`src/rtl/dac_spi_sine_gen_if.sv`:
```
// Pin-level bundle between the sine generator and the SPI DAC / status LED.
// master: the generator (drives the DAC pins, reads the static controls)
// slave : board side / bench (drives gain and shutdown, observes the DAC pins)
interface dac_spi_sine_gen_if;
  logic gain;
  logic shutdown;
  logic dac_csn;
  logic dac_sclk;
  logic dac_sdi;
  logic led;

  modport master (
    input  gain,
    input  shutdown,
    output dac_csn,
    output dac_sclk,
    output dac_sdi,
    output led
  );

  modport slave (
    output gain,
    output shutdown,
    input  dac_csn,
    input  dac_sclk,
    input  dac_sdi,
    input  led
  );
endinterface

```
`src/rtl/dac_spi_sine_gen.sv`:
```
// Sine generator for a 12-bit MCP4821-style SPI DAC.
// One 16-bit frame every 500 clocks, SCLK = clk/10, MSB first.
//
// state   | meaning
// --------+-----------------------------------------------------------
// ST_IDLE | CSn high, waiting for the sample tick to load a frame
// ST_SHIFT| CSn low, 16 bits shifted out, 10 clocks per bit
// ST_DONE | SCLK low, CSn held low 5 more clocks before release
module dac_spi_sine_gen (
  input  logic                clk,
  input  logic                rst_n,
  dac_spi_sine_gen_if.master  dac
);

  localparam logic [8:0] TICK_LAST  = 9'd499;
  localparam logic [3:0] PHASE_LAST = 4'd9;
  localparam logic [2:0] HOLD_LAST  = 3'd4;

  typedef enum logic [1:0] {
    ST_IDLE  = 2'd0,
    ST_SHIFT = 2'd1,
    ST_DONE  = 2'd2
  } state_t;

  state_t      state_q, state_d;
  logic [8:0]  timer_q;
  logic        tick;
  logic [5:0]  k_q, k_d;
  logic [15:0] word_q, word_d;
  logic [3:0]  bit_q, bit_d;
  logic [3:0]  phase_q, phase_d;
  logic [2:0]  hold_q, hold_d;
  logic        csn_q, csn_d;
  logic        sclk_q, sclk_d;
  logic        sdi_q, sdi_d;
  logic        led_q, led_d;
  logic [11:0] lut_val;
  logic [15:0] frame_word;

  assign tick = (timer_q == TICK_LAST);

  // Free-running sample timer, 0..499.
  always_ff @(posedge clk or negedge rst_n) begin
    if (!rst_n) begin
      timer_q <= '0;
    end else if (tick) begin
      timer_q <= '0;
    end else begin
      timer_q <= timer_q + 9'd1;
    end
  end

  // Full-period sine table: round(2048 + 2047*sin(2*pi*k/64)).
  always_comb begin
    lut_val = 12'd2048;
    case (k_q)
      6'd0:  lut_val = 12'd2048;  6'd1:  lut_val = 12'd2249;
      6'd2:  lut_val = 12'd2447;  6'd3:  lut_val = 12'd2642;
      6'd4:  lut_val = 12'd2831;  6'd5:  lut_val = 12'd3013;
      6'd6:  lut_val = 12'd3185;  6'd7:  lut_val = 12'd3347;
      6'd8:  lut_val = 12'd3495;  6'd9:  lut_val = 12'd3630;
      6'd10: lut_val = 12'd3750;  6'd11: lut_val = 12'd3853;
      6'd12: lut_val = 12'd3939;  6'd13: lut_val = 12'd4007;
      6'd14: lut_val = 12'd4056;  6'd15: lut_val = 12'd4085;
      6'd16: lut_val = 12'd4095;  6'd17: lut_val = 12'd4085;
      6'd18: lut_val = 12'd4056;  6'd19: lut_val = 12'd4007;
      6'd20: lut_val = 12'd3939;  6'd21: lut_val = 12'd3853;
      6'd22: lut_val = 12'd3750;  6'd23: lut_val = 12'd3630;
      6'd24: lut_val = 12'd3495;  6'd25: lut_val = 12'd3347;
      6'd26: lut_val = 12'd3185;  6'd27: lut_val = 12'd3013;
      6'd28: lut_val = 12'd2831;  6'd29: lut_val = 12'd2642;
      6'd30: lut_val = 12'd2447;  6'd31: lut_val = 12'd2249;
      6'd32: lut_val = 12'd2048;  6'd33: lut_val = 12'd1847;
      6'd34: lut_val = 12'd1649;  6'd35: lut_val = 12'd1454;
      6'd36: lut_val = 12'd1265;  6'd37: lut_val = 12'd1083;
      6'd38: lut_val = 12'd911;   6'd39: lut_val = 12'd749;
      6'd40: lut_val = 12'd601;   6'd41: lut_val = 12'd466;
      6'd42: lut_val = 12'd346;   6'd43: lut_val = 12'd243;
      6'd44: lut_val = 12'd157;   6'd45: lut_val = 12'd89;
      6'd46: lut_val = 12'd40;    6'd47: lut_val = 12'd11;
      6'd48: lut_val = 12'd1;     6'd49: lut_val = 12'd11;
      6'd50: lut_val = 12'd40;    6'd51: lut_val = 12'd89;
      6'd52: lut_val = 12'd157;   6'd53: lut_val = 12'd243;
      6'd54: lut_val = 12'd346;   6'd55: lut_val = 12'd466;
      6'd56: lut_val = 12'd601;   6'd57: lut_val = 12'd749;
      6'd58: lut_val = 12'd911;   6'd59: lut_val = 12'd1083;
      6'd60: lut_val = 12'd1265;  6'd61: lut_val = 12'd1454;
      6'd62: lut_val = 12'd1649;  6'd63: lut_val = 12'd1847;
      default: lut_val = 12'd2048;
    endcase
  end

  // Channel A, gain bit, active-low shutdown bit, 12-bit code.
  assign frame_word = {2'b00, dac.gain, ~dac.shutdown, lut_val};

  // Next-state and next-output logic; all pins are registered below.
  always_comb begin
    state_d = state_q;
    k_d     = k_q;
    word_d  = word_q;
    bit_d   = bit_q;
    phase_d = phase_q;
    hold_d  = hold_q;
    csn_d   = csn_q;
    sclk_d  = sclk_q;
    sdi_d   = sdi_q;
    case (state_q)
      ST_IDLE: begin
        csn_d  = 1'b1;
        sclk_d = 1'b0;
        sdi_d  = 1'b0;
        if (tick) begin
          word_d  = frame_word;
          k_d     = k_q + 6'd1;
          csn_d   = 1'b0;
          sdi_d   = frame_word[15];
          bit_d   = 4'd15;
          phase_d = '0;
          state_d = ST_SHIFT;
        end
      end
      ST_SHIFT: begin
        if (phase_q == PHASE_LAST) begin
          phase_d = '0;
          sclk_d  = 1'b0;
          if (bit_q == 4'd0) begin
            hold_d  = '0;
            state_d = ST_DONE;
          end else begin
            bit_d = bit_q - 4'd1;
            sdi_d = word_q[bit_q - 4'd1];
          end
        end else begin
          phase_d = phase_q + 4'd1;
          // SCLK is high while the phase that is about to start is 5..9.
          sclk_d  = (phase_q >= 4'd4);
        end
      end
      ST_DONE: begin
        sclk_d = 1'b0;
        if (hold_q == HOLD_LAST) begin
          csn_d   = 1'b1;
          sdi_d   = 1'b0;
          state_d = ST_IDLE;
        end else begin
          hold_d = hold_q + 3'd1;
        end
      end
      default: begin
        csn_d   = 1'b1;
        sclk_d  = 1'b0;
        sdi_d   = 1'b0;
        state_d = ST_IDLE;
      end
    endcase
    led_d = ~csn_d;
  end

  // State, datapath and output registers.
  always_ff @(posedge clk or negedge rst_n) begin
    if (!rst_n) begin
      state_q <= ST_IDLE;
      k_q     <= '0;
      word_q  <= '0;
      bit_q   <= '0;
      phase_q <= '0;
      hold_q  <= '0;
      csn_q   <= 1'b1;
      sclk_q  <= 1'b0;
      sdi_q   <= 1'b0;
      led_q   <= 1'b0;
    end else begin
      state_q <= state_d;
      k_q     <= k_d;
      word_q  <= word_d;
      bit_q   <= bit_d;
      phase_q <= phase_d;
      hold_q  <= hold_d;
      csn_q   <= csn_d;
      sclk_q  <= sclk_d;
      sdi_q   <= sdi_d;
      led_q   <= led_d;
    end
  end

  assign dac.dac_csn  = csn_q;
  assign dac.dac_sclk = sclk_q;
  assign dac.dac_sdi  = sdi_q;
  assign dac.led      = led_q;

endmodule

```
`src/flat_wrapper.sv`:
```
// flat-port wrapper written by rule: the top's interface ports become plain ports
module dac_spi_sine_gen_flat 
  (clk, rst_n, dac_gain, dac_shutdown, dac_dac_csn, dac_dac_sclk, dac_dac_sdi, dac_led);
  dac_spi_sine_gen_if dac_i ();
  input  logic clk;
  input  logic rst_n;
  input wire logic [$bits(dac_i.gain)-1:0] dac_gain;
  input wire logic [$bits(dac_i.shutdown)-1:0] dac_shutdown;
  output wire logic [$bits(dac_i.dac_csn)-1:0] dac_dac_csn;
  output wire logic [$bits(dac_i.dac_sclk)-1:0] dac_dac_sclk;
  output wire logic [$bits(dac_i.dac_sdi)-1:0] dac_dac_sdi;
  output wire logic [$bits(dac_i.led)-1:0] dac_led;
  assign dac_i.gain = dac_gain;
  assign dac_i.shutdown = dac_shutdown;
  assign dac_dac_csn = dac_i.dac_csn;
  assign dac_dac_sclk = dac_i.dac_sclk;
  assign dac_dac_sdi = dac_i.dac_sdi;
  assign dac_led = dac_i.led;
  dac_spi_sine_gen u_core (.clk(clk), .rst_n(rst_n), .dac(dac_i));
endmodule
```
`config.mk`:
```
export PLATFORM = sky130hd
export DESIGN_NAME = dac_spi_sine_gen_flat
export DESIGN_NICKNAME = d
export VERILOG_FILES = /design/src/rtl/dac_spi_sine_gen_if.sv /design/src/rtl/dac_spi_sine_gen.sv /design/src/flat_wrapper.sv
export SDC_FILE = /design/constraint.sdc
export NUM_CORES = 1
export LEC_CHECK = 0
export ABC_AREA = 1
export CAP_MARGIN = 20
export CORE_ASPECT_RATIO = 0.75
export CORE_MARGIN = 2
export CORE_UTILIZATION = 45
export DETAILED_ROUTE_END_ITERATION = 8
export PLACE_DENSITY = 0.72
export SYNTH_ARGS = -nofsm -noshare
export SYNTH_HDL_FRONTEND = slang
export SYNTH_SLANG_ARGS = --single-unit
```
`constraint.sdc`:
```
create_clock -name clk -period 3.06 [get_ports clk]
set_clock_uncertainty 0.2 [all_clocks]
set_input_delay 0.918 -clock clk [delete_from_list [all_inputs] [get_ports clk]]
set_output_delay 0.918 -clock clk [all_outputs]
set_load 0.03 [all_outputs]
```
==> flow_summary.toml, run 1 <==
[setup_path]
cp_num_buf_inv = 1
crit_family = "buffers and inverters"
max_stage_delay_ns = 0.66
crit_chain = "clkdlybuf4s50_1"
cp-end-kind = "primary output"
cp_max_fo = 2
worst-r2r-cell-count = 8
r2r_setup_slack_ns = 0.74
arrival_ns = 1.50
criticalPathCategory = "flop to primary output"
crit_path_start_kind = "flop"
cp.required_ns = 1.94
cp.depth = 1
setup.worst_path.end = "dac_dac_csn"
reg2reg_from = "u_core.k_q[3]"
crit_path_top_delay_cell = "clkdlybuf4s50_1"
r2r_end = "u_core.word_q[8]"
setup.worst_path.start = "u_core.dac.dac_csn"

[global_routing]
grt-ovfl-total = 0
grt_start_max_net_pins = 26
grt_pass1_wl_mm = 13.8
antenna_found_initial = 0
grtUsageTotal = 0.220
grt_pass1_vias = 2798

[logic_synthesis]
synth.area.mux_share = 0
syn_area_um2 = 3260
syn_avg_cell_area_um2 = 6.74
synth_top_family_by_area = "simple AND/OR/NAND/NOR gates"
ys_ff_latch = 46
synth-compound-area-share = 0.0888
synth-xor-area-share = 0.0215
synth-adder-area-share = 0.0576
ys_types = 32
yosysWarnings = 0
synth-simple-area-share = 0.392
syn_inst = 483
seq_area_frac_synth = 0.354
synth.net_count = 502

[drt]
wl_mm = 8.26
dr.pass1.iters = 6
drcViolationCount = 0
drtIter0Drc = 343
wl_per_cell_um = 14.1
vias = 3125
ant_nets = 0
routed_via_density = 5.33

[layout]
n_fill_cell = 726
nets = 506
utilization = 0.507
areaGrowthSynthToFinish_pct = 7.42
drive_above_1_share = 0.0574
final_area_um2 = 3500
diodes = 0

[floorplanning]
num_rows = 26
die_x_um = 102
pin_count = 8
dieArea_um2 = 7940
die_h_um = 77.7
start_util = 0.472
core_um2 = 6900

[clock_tree]
cts.clk_slew.worst_paths_ns = 0.09
cts_root_buf = "clkbuf_8"
cts_made_buffers = 5
clkLatencyLatePin_ns = 0.29
cts-hold-fix-buffers = 0
htreeDepth = 2
ctsResizeCount = 0
cts_buffer_depth = 2
cts_sinks = 46
cts_tree = "built"
cts_setup_buffers = 0

[sta]
fin_crit_ns = 2.61
rsz0062_at_grt = "false"
slew_headroom = 0.574
drv_slew = 0
hold_viol = 0
worst_pin_slew_ns = 0.639
fmax_mhz = 383
fin_crit_sh = 0.854
finalSetupTns_ns = 0
setup_violations = 0

[min_path]
hold_path_class = "flop to flop"

[power]
p_leak_nw = 1.80
peakVddDrop_v = 0.000217
power_density_nw_per_um2 = 311

[placed_design]
place_area_um2 = 3380
io_buffers = 7
gp_routability_congestion = 0.995
dp_hpwl_mm = 6.06

[flow_run]
cap_viol_max_count = 0

[run_status]
status = "complete, no violations"
[metrics by stage]
| step | setup WS, ns | total power, mW | hold slack, ns | std cells |
|---|---|---|---|---|
| 3_3_place_gp | 0.774 | 0.637 | 0.254 | 578 |
| 6_report | 0.446 | 1.09 | 0.273 | 586 |
| 2_1_floorplan | 1.22 | 0.620 | 0.233 | 483 |
| 3_5_place_dp | 0.762 | 0.637 | 0.268 | 578 |
| 4_1_cts | 0.430 | 1.10 | 0.278 | 586 |
| 5_1_grt | 0.398 | 1.13 | 0.295 | 586 |
[report_power, final]
group          switching (mW)  internal (mW)  leakage [nW]  total (mW)
Combinational          0.0122        0.00434          1.13      0.0165
Sequential                  0          0.607         0.615       0.607
Clock                   0.197          0.266        0.0585       0.464
Total                   0.210          0.878          1.80        1.09
[kinds of logic (layout without fill, tap and decap cells)]
group,count (synthesis),in the layout
AO/OA/AOI/OAI,54,54
flip-flops,46,46
buffers and inverters,62,67
AND/OR/NAND/NOR,298,298
XOR/XNOR,8,8
adder cells (fa/ha/maj),15,15
[layout make-up]
cell class | instances | area (µm²) | share of cell area
Sequential cell | 46 | 1150 | 0.330
Multi-Input combinational cell | 375 | 1820 | 0.521
Timing Repair Buffer | 13 | 110 | 0.0315
Clock buffer | 7 | 86.3 | 0.0247
Tap cell | 98 | 123 | 0.0351
Inverter | 46 | 173 | 0.0494
Clock inverter | 1 | 30.0 | 0.00859
[Yosys cell counts (all sizes together)]
cell	n	share of area
ha	15	0.058
a21oi	23	0.037
dfstp	1	0.0081
nand4	6	0.012
xnor2	3	0.0081
nand3	67	0.10
inv	45	0.052
clkbuf	2	0.0023
or2	1	0.0019
buf	14	0.031
nor3	6	0.011
clkinv	1	0.0012
xor2	5	0.013
o22ai	2	0.0038
o21ai	22	0.034
a31oi	4	0.0077
dfrtp	45	0.35
nand3b	1	0.0023
nor2	41	0.055
nand2	176	0.21
o211ai	3	0.0069
[cells in the final DEF (no fill, tap or decap)]
cell             synthesis  final
a31oi_1                  4      4
clkbuf_8                 0      6
nor3_1                   5      5
bufinv_16                0      1
nor2_4                   3      3
nor2_2                   1      1
nand2_4                  1      1
nand3_1                 67     67
inv_2                    2      2
nand2_2                  3      3
a21oi_1                 22     22
dfstp_2                  1      1
ha_1                    15     15
dfrtp_1                 45     45
clkbuf_1                 2      1
clkdlybuf4s50_1          0      6
o22ai_1                  2      2
a21oi_2                  1      1
o21ai_0                 16     16
nor2_1                  37     37
buf_2                    5      1
inv_1                   43     43
xor2_1                   5      5
nand2_1                172    172
o211ai_1                 3      3
or2_2                    1      1
nand3b_1                 1      1
o21ai_1                  6      6
nor3_2                   1      1
buf_4                    5      6
nand4_1                  6      6
clkinv_1                 1      1
xnor2_1                  3      3
[per-layer routing]
layer,routed length (µm),track usage
met3,776,0.0667
met2,3320,0.293
met1,4070,0.352
met4,88,0.0360
met5,0,0
[flip-flops by register name, indices dropped and copies added (netlist names)]
name	count
u_core.bit_q	4
u_core.dac.dac_csn	1
u_core.dac.dac_sclk	1
u_core.dac.dac_sdi	1
u_core.dac.led	1
u_core.hold_q	3
u_core.k_q	6
u_core.phase_q	4
u_core.state_q	2
u_core.timer_q	9
u_core.word_q	14
[worst min path at each step]
stage	start	endpoint	slack, ns	cells past startpoint
2_1_floorplan	u_core.timer_q[0]	u_core.timer_q[0]	0.23	1
3_3_place_gp	u_core.timer_q[0]	u_core.timer_q[0]	0.25	1
3_5_place_dp	u_core.timer_q[0]	u_core.timer_q[0]	0.27	1
4_1_cts	u_core.timer_q[0]	u_core.timer_q[0]	0.28	1
5_1_grt	u_core.timer_q[0]	u_core.timer_q[0]	0.30	1
6_report	u_core.timer_q[0]	u_core.timer_q[0]	0.27	1
Power figures use the tool's default switching activity.
==> run 2: changes to the inputs <==
--- a/config.mk
+++ b/config.mk
@@ -11,7 +11,7 @@
 export CORE_MARGIN = 2
 export CORE_UTILIZATION = 45
 export DETAILED_ROUTE_END_ITERATION = 8
-export PLACE_DENSITY = 0.72
+export PLACE_DENSITY = 0.74
 export SYNTH_ARGS = -nofsm -noshare
 export SYNTH_HDL_FRONTEND = slang
 export SYNTH_SLANG_ARGS = --single-unit
==> constraint.sdc (replaced) <==
create_clock -name clk -period 2.4 [get_ports clk]
set_clock_uncertainty 0.2 [all_clocks]
set_input_delay 0.72 -clock clk [delete_from_list [all_inputs] [get_ports clk]]
set_output_delay 0.72 -clock clk [all_outputs]
set_load 0.03 [all_outputs]
==> run 2 against run 1 <==
Compared with the run above: via count up 4.0%; cell area increased by 0.39%; sequential cell count stayed put; hold slack lost 0.0069 ns; total power rose by 26%; routed wire length is 1.7% higher; clock power grew 23%; sequential share of layout area decreased by 0.13 points; count of clock-buffer cells in the layout shrank 2; final cell count up 0.51%; largest power group unchanged.
==> flow_summary.toml, run 2 (same netlist as run 1, synthesis figures left out) <==
[placed_design]
gp_routability_congestion = 1.02
io_buffers = 7
dp.cells = 581
dp_hpwl_mm = 6.10
place_area_um2 = 3400

[drt]
wl_per_cell_um = 14.3
vias = 3251
ant_nets = 0
wl_mm = 8.40
drcViolationCount = 0
routed_via_density = 5.52
drtIter0Drc = 373
dr.pass1.iters = 5

[setup_path]
criticalPathCategory = "flop to primary output"
crit_path_top_delay_cell = "clkdlybuf4s50_1"
reg2reg_from = "u_core.k_q[1]"
cp.depth = 1
worst-r2r-cell-count = 10
crit_chain = "clkdlybuf4s50_1"
max_stage_delay_ns = 0.67
cp.required_ns = 1.48
cp_num_buf_inv = 1
crit_path_start_kind = "flop"
r2r_setup_slack_ns = 0.31
arrival_ns = 1.34
cp-end-kind = "primary output"
crit_family = "buffers and inverters"
cp_max_fo = 2
r2r_end = "u_core.word_q[2]"

[flow_run]
cap_viol_max_count = 0

[power]
power_density_nw_per_um2 = 389
p_leak_nw = 1.81
peakVddDrop_v = 0.000264

[clock_tree]
cts_sinks = 46
cts_buffer_depth = 2
cts.clk_slew.worst_paths_ns = 0.09
clkLatencyLatePin_ns = 0.30
cts_tree = "built"
cts_root_buf = "clkbuf_8"
htreeDepth = 2
cts_made_buffers = 5

[layout]
drive_above_1_share = 0.0652
largest_register_ffs = 14
diodes = 0
largest-register = "u_core.word_q"
stdcell_count = 589
final_common_cell = "nand2_1"
nets = 509
most-common-layout-cells = "172 x nand2_1, 67 x nand3_1, 45 x dfrtp_1"
utilization = 0.509
top_regs = "u_core.word_q (14), u_core.timer_q (9), u_core.k_q (6)"
areaGrowthSynthToFinish_pct = 7.84
final_area_um2 = 3510

[global_routing]
grt-ovfl-total = 0
grtUsageTotal = 0.227
grt_pass1_vias = 2995
grt_pass1_wl_mm = 14.2
antenna_found_initial = 0
grt_start_max_net_pins = 47

[floorplanning]
pin_count = 8
dieArea_um2 = 7940
die_x_um = 102
die_h_um = 77.7
num_rows = 26
core_um2 = 6900
start_util = 0.472

[min_path]
whs_endpoint = "u_core.timer_q[0]"
hp-start = "u_core.timer_q[0]"
hold_path_depth = 1
hold_path_class = "flop to flop"

[run_status]
status = "complete, no violations"

[sta]
drv_slew = 0
slew_headroom = 0.556
hold_viol = 0
fmax_mhz = 443
finalSetupTns_ns = 0
worst_pin_slew_ns = 0.664
fin_crit_sh = 0.940
setup_violations = 0
rsz0062_at_grt = "false"
fin_crit_ns = 2.26
## run 2: changes by cell type in the layout (fill, tap and decap cells not counted)
cell | before | now
clkdlybuf4s50_1 | 6 | 5
clkbuf_1 | 1 | 0
buf_4 | 6 | 9
clkbuf_8 | 6 | 5
clkinv_2 | 0 | 2
dlygate4sd2_1 | 0 | 1
## run 2: worst max path at each step
stage | start | end
3_3_place_gp | u_core.dac.dac_csn | dac_dac_csn
5_1_grt | u_core.dac.dac_sdi | dac_dac_sdi
6_report | u_core.dac.dac_sdi | dac_dac_sdi
2_1_floorplan | u_core.k_q[0] | u_core.word_q[4]
3_5_place_dp | u_core.dac.dac_csn | dac_dac_csn
4_1_cts | u_core.dac.dac_sdi | dac_dac_sdi
## run 2: through the flow
step / setup WS, ns / total power [mW] / hold WS (ns)
floorplan: 0.558 / 0.790 / 0.224
global placement: 0.312 / 0.811 / 0.249
detailed placement: 0.309 / 0.811 / 0.261
CTS: 0.135 / 1.38 / 0.273
global route: 0.0887 / 1.42 / 0.292
finish: 0.143 / 1.37 / 0.266
## run 2: where the power goes
| part | switching (mW) | internal [mW] | total (mW) |
|---|---|---|---|
| logic | 0.0152 | 0.00446 | 0.0196 |
| registers | 0 | 0.774 | 0.774 |
| clock network | 0.265 | 0.307 | 0.572 |
## run 2: final cells by class
| cell class | instances | area (µm²) |
|---|---|---|
| Fill cell | 690 | 3390 |
| Tap cell | 98 | 123 |
| Timing Repair Buffer | 16 | 131 |
| Clock buffer | 5 | 68.8 |
| Multi-Input combinational cell | 375 | 1820 |
| Sequential cell | 46 | 1150 |
| Clock inverter | 3 | 40.0 |
| Inverter | 46 | 173 |
## run 2: repair_timing
item / CTS / global route
gates resized for setup: 1 / 0
setup endpoints to repair: 1 / 0
hold buffers: 0 / 0
setup buffers: 0 / 0
## run 2: metal layers
layer / track usage / wire length, µm / vias to the layer above
li1: - / - / 1581
met1: 0.343 / 3970 / 1476
met2: 0.311 / 3370 / 174
met3: 0.0703 / 916 / 20
met4: 0.0600 / 145 / 0
met5: 0 / 0 / -
==> run 3: changes to the inputs <==
--- a/config.mk
+++ b/config.mk
@@ -12,6 +12,7 @@
 export CORE_UTILIZATION = 45
 export DETAILED_ROUTE_END_ITERATION = 8
 export PLACE_DENSITY = 0.74
+export RECOVER_POWER = 50
 export SYNTH_ARGS = -nofsm -noshare
 export SYNTH_HDL_FRONTEND = slang
 export SYNTH_SLANG_ARGS = --single-unit
==> run 3 against run 2 <==
Compared with the run above: critical path depth unchanged; first-iteration DRC count increased by 3.5%; total power about the same; sequential cell count unchanged; via count increased by 0.28%; register-to-register slack got worse by 0.02 ns; die area unchanged; core utilization barely moved; routed wire length fell by 0.12%; worst setup slack improved by 0.0018 ns; cell area hardly changed; maximum frequency about the same.
==> flow_summary.toml, run 3 (same netlist as run 1, synthesis figures left out) <==
[floorplanning]
num_rows = 26
die_x_um = 102
core_um2 = 6900
dieArea_um2 = 7940
die_h_um = 77.7
start_util = 0.472
pin_count = 8

[power]
clkPwrFrac = 0.419
internal_power_mw = 1.08
p_total_mw = 1.37
p_sw_mw = 0.281
power_density_nw_per_um2 = 389
combPwrFrac = 0.014
p_leak_nw = 1.81
peakVddDrop_v = 0.000265
switching_share = 0.206
p_seq_frac = 0.567

[sta]
rsz0062_at_grt = "false"
setup_violations = 0
holdWs_ns = 0.265
fin_crit_sh = 0.940
drv_slew = 0
hold_viol = 0
fin_crit_ns = 2.25
slew_headroom = 0.247
finalSetupTns_ns = 0
worst_pin_slew_ns = 1.13
fmax_mhz = 443
worst_slack_ns = 0.145

[min_path]
hp-start = "u_core.timer_q[0]"
hold_path_class = "flop to flop"

[placed_design]
io_buffers = 7
dp.cells = 581
pre_cts_ws_ns = 0.309
dp_hpwl_mm = 6.10
gp_routability_congestion = 1.02

[setup_path]
setup.worst_path.end = "dac_dac_sdi"
r2r_end = "u_core.word_q[2]"
worst-r2r-cell-count = 10
cp.depth = 1
criticalPathCategory = "flop to primary output"
cp.required_ns = 1.48
arrival_ns = 1.33
cp-end-kind = "primary output"
crit_family = "buffers and inverters"
max_stage_delay_ns = 0.67
crit_chain = "clkdlybuf4s50_1"
r2r_setup_slack_ns = 0.29
setup.worst_path.start = "u_core.dac.dac_sdi"
crit_path_top_delay_cell = "clkdlybuf4s50_1"
crit_path_start_kind = "flop"
cp_num_buf_inv = 1
cp_max_fo = 2
reg2reg_from = "u_core.k_q[1]"

[global_routing]
grt_pass1_wl_mm = 14.2
grt_pass1_vias = 2995
antenna_found_initial = 0
grt_start_max_net_pins = 47
grtUsageTotal = 0.227
grt-ovfl-total = 0

[layout]
drive_above_1_share = 0.0652
top_regs = "u_core.word_q (14), u_core.timer_q (9), u_core.k_q (6)"
nets = 509
final_common_cell = "nand2_1"
most-common-layout-cells = "172 x nand2_1, 67 x nand3_1, 45 x dfrtp_1"
diodes = 0
stdcell_count = 589
n_fill_cell = 691
largest-register = "u_core.word_q"
areaGrowthSynthToFinish_pct = 7.76
largest_register_ffs = 14

[drt]
wl_mm = 8.39
drtIter0Drc = 386
routed_via_density = 5.53
drcViolationCount = 0
wl_per_cell_um = 14.2
vias = 3260
ant_nets = 0
dr.pass1.iters = 6

[clock_tree]
clkLatencyLatePin_ns = 0.30
cts-hold-fix-buffers = 0
cts.clk_slew.worst_paths_ns = 0.09
cts_root_buf = "clkbuf_8"
cts_made_buffers = 5
cts_sinks = 46
cts_buffer_depth = 2
htreeDepth = 2
cts_tree = "built"

[run_status]
status = "complete, no violations"

[flow_run]
cap_viol_max_count = 0
-- run 3: cell types whose count changed in the layout (fill, tap and decap cells not counted) --
cell	previous run	this run
buf_4	9	8
clkbuf_2	0	1
-- run 3: area by class of cell --
class / count / area, µm² / share of cell area
Clock buffer: 5 / 68.8 / 0.0196
Clock inverter: 3 / 40.0 / 0.0114
Inverter: 46 / 173 / 0.0492
Multi-Input combinational cell: 375 / 1820 / 0.520
Sequential cell: 46 / 1150 / 0.328
Tap cell: 98 / 123 / 0.0350
Timing Repair Buffer: 16 / 129 / 0.0367
-- run 3: per-stage QoR --
step | cell area [µm²] | util
after floorplan | 3260 | -
after global placement | 3400 | 0.493
after detailed placement | 3400 | 0.493
after CTS | 3510 | 0.509
after global routing | 3510 | 0.509
final | 3510 | 0.509
-- run 3: worst min path at each step --
stage	to	slack [ns]	depth (start not counted)
2_1_floorplan	u_core.bit_q[0]	0.22	0
3_3_place_gp	u_core.timer_q[0]	0.25	1
3_5_place_dp	u_core.timer_q[0]	0.26	1
4_1_cts	u_core.timer_q[0]	0.27	1
5_1_grt	u_core.timer_q[0]	0.29	1
6_report	u_core.timer_q[0]	0.26	1
-- run 3: what timing repair did --
| action | 4_1_cts | 5_1_grt |
|---|---|---|
| endpoints found under the setup margin | 1 | 0 |
| gates resized for setup | 1 | 0 |
| buffers inserted | 0 | 0 |
-- run 3: power groups by stage --
| stage | clock [mW] | combinational (mW) | sequential, mW |
|---|---|---|---|
| after global routing | 0.625 | 0.0227 | 0.775 |
| after CTS | 0.581 | 0.0210 | 0.774 |
| final | 0.573 | 0.0189 | 0.774 |
| after detailed placement | 0 | 0.0209 | 0.790 |
| after floorplan | 0 | 0.00000179 | 0.790 |
| after global placement | 0 | 0.0209 | 0.790 |
-- run 3: metal layers --
layer | global-route usage | wire [µm]
met1 | 0.343 | 4070
met2 | 0.311 | 3350
met3 | 0.0703 | 815
met4 | 0.0600 | 155
met5 | 0 | 0
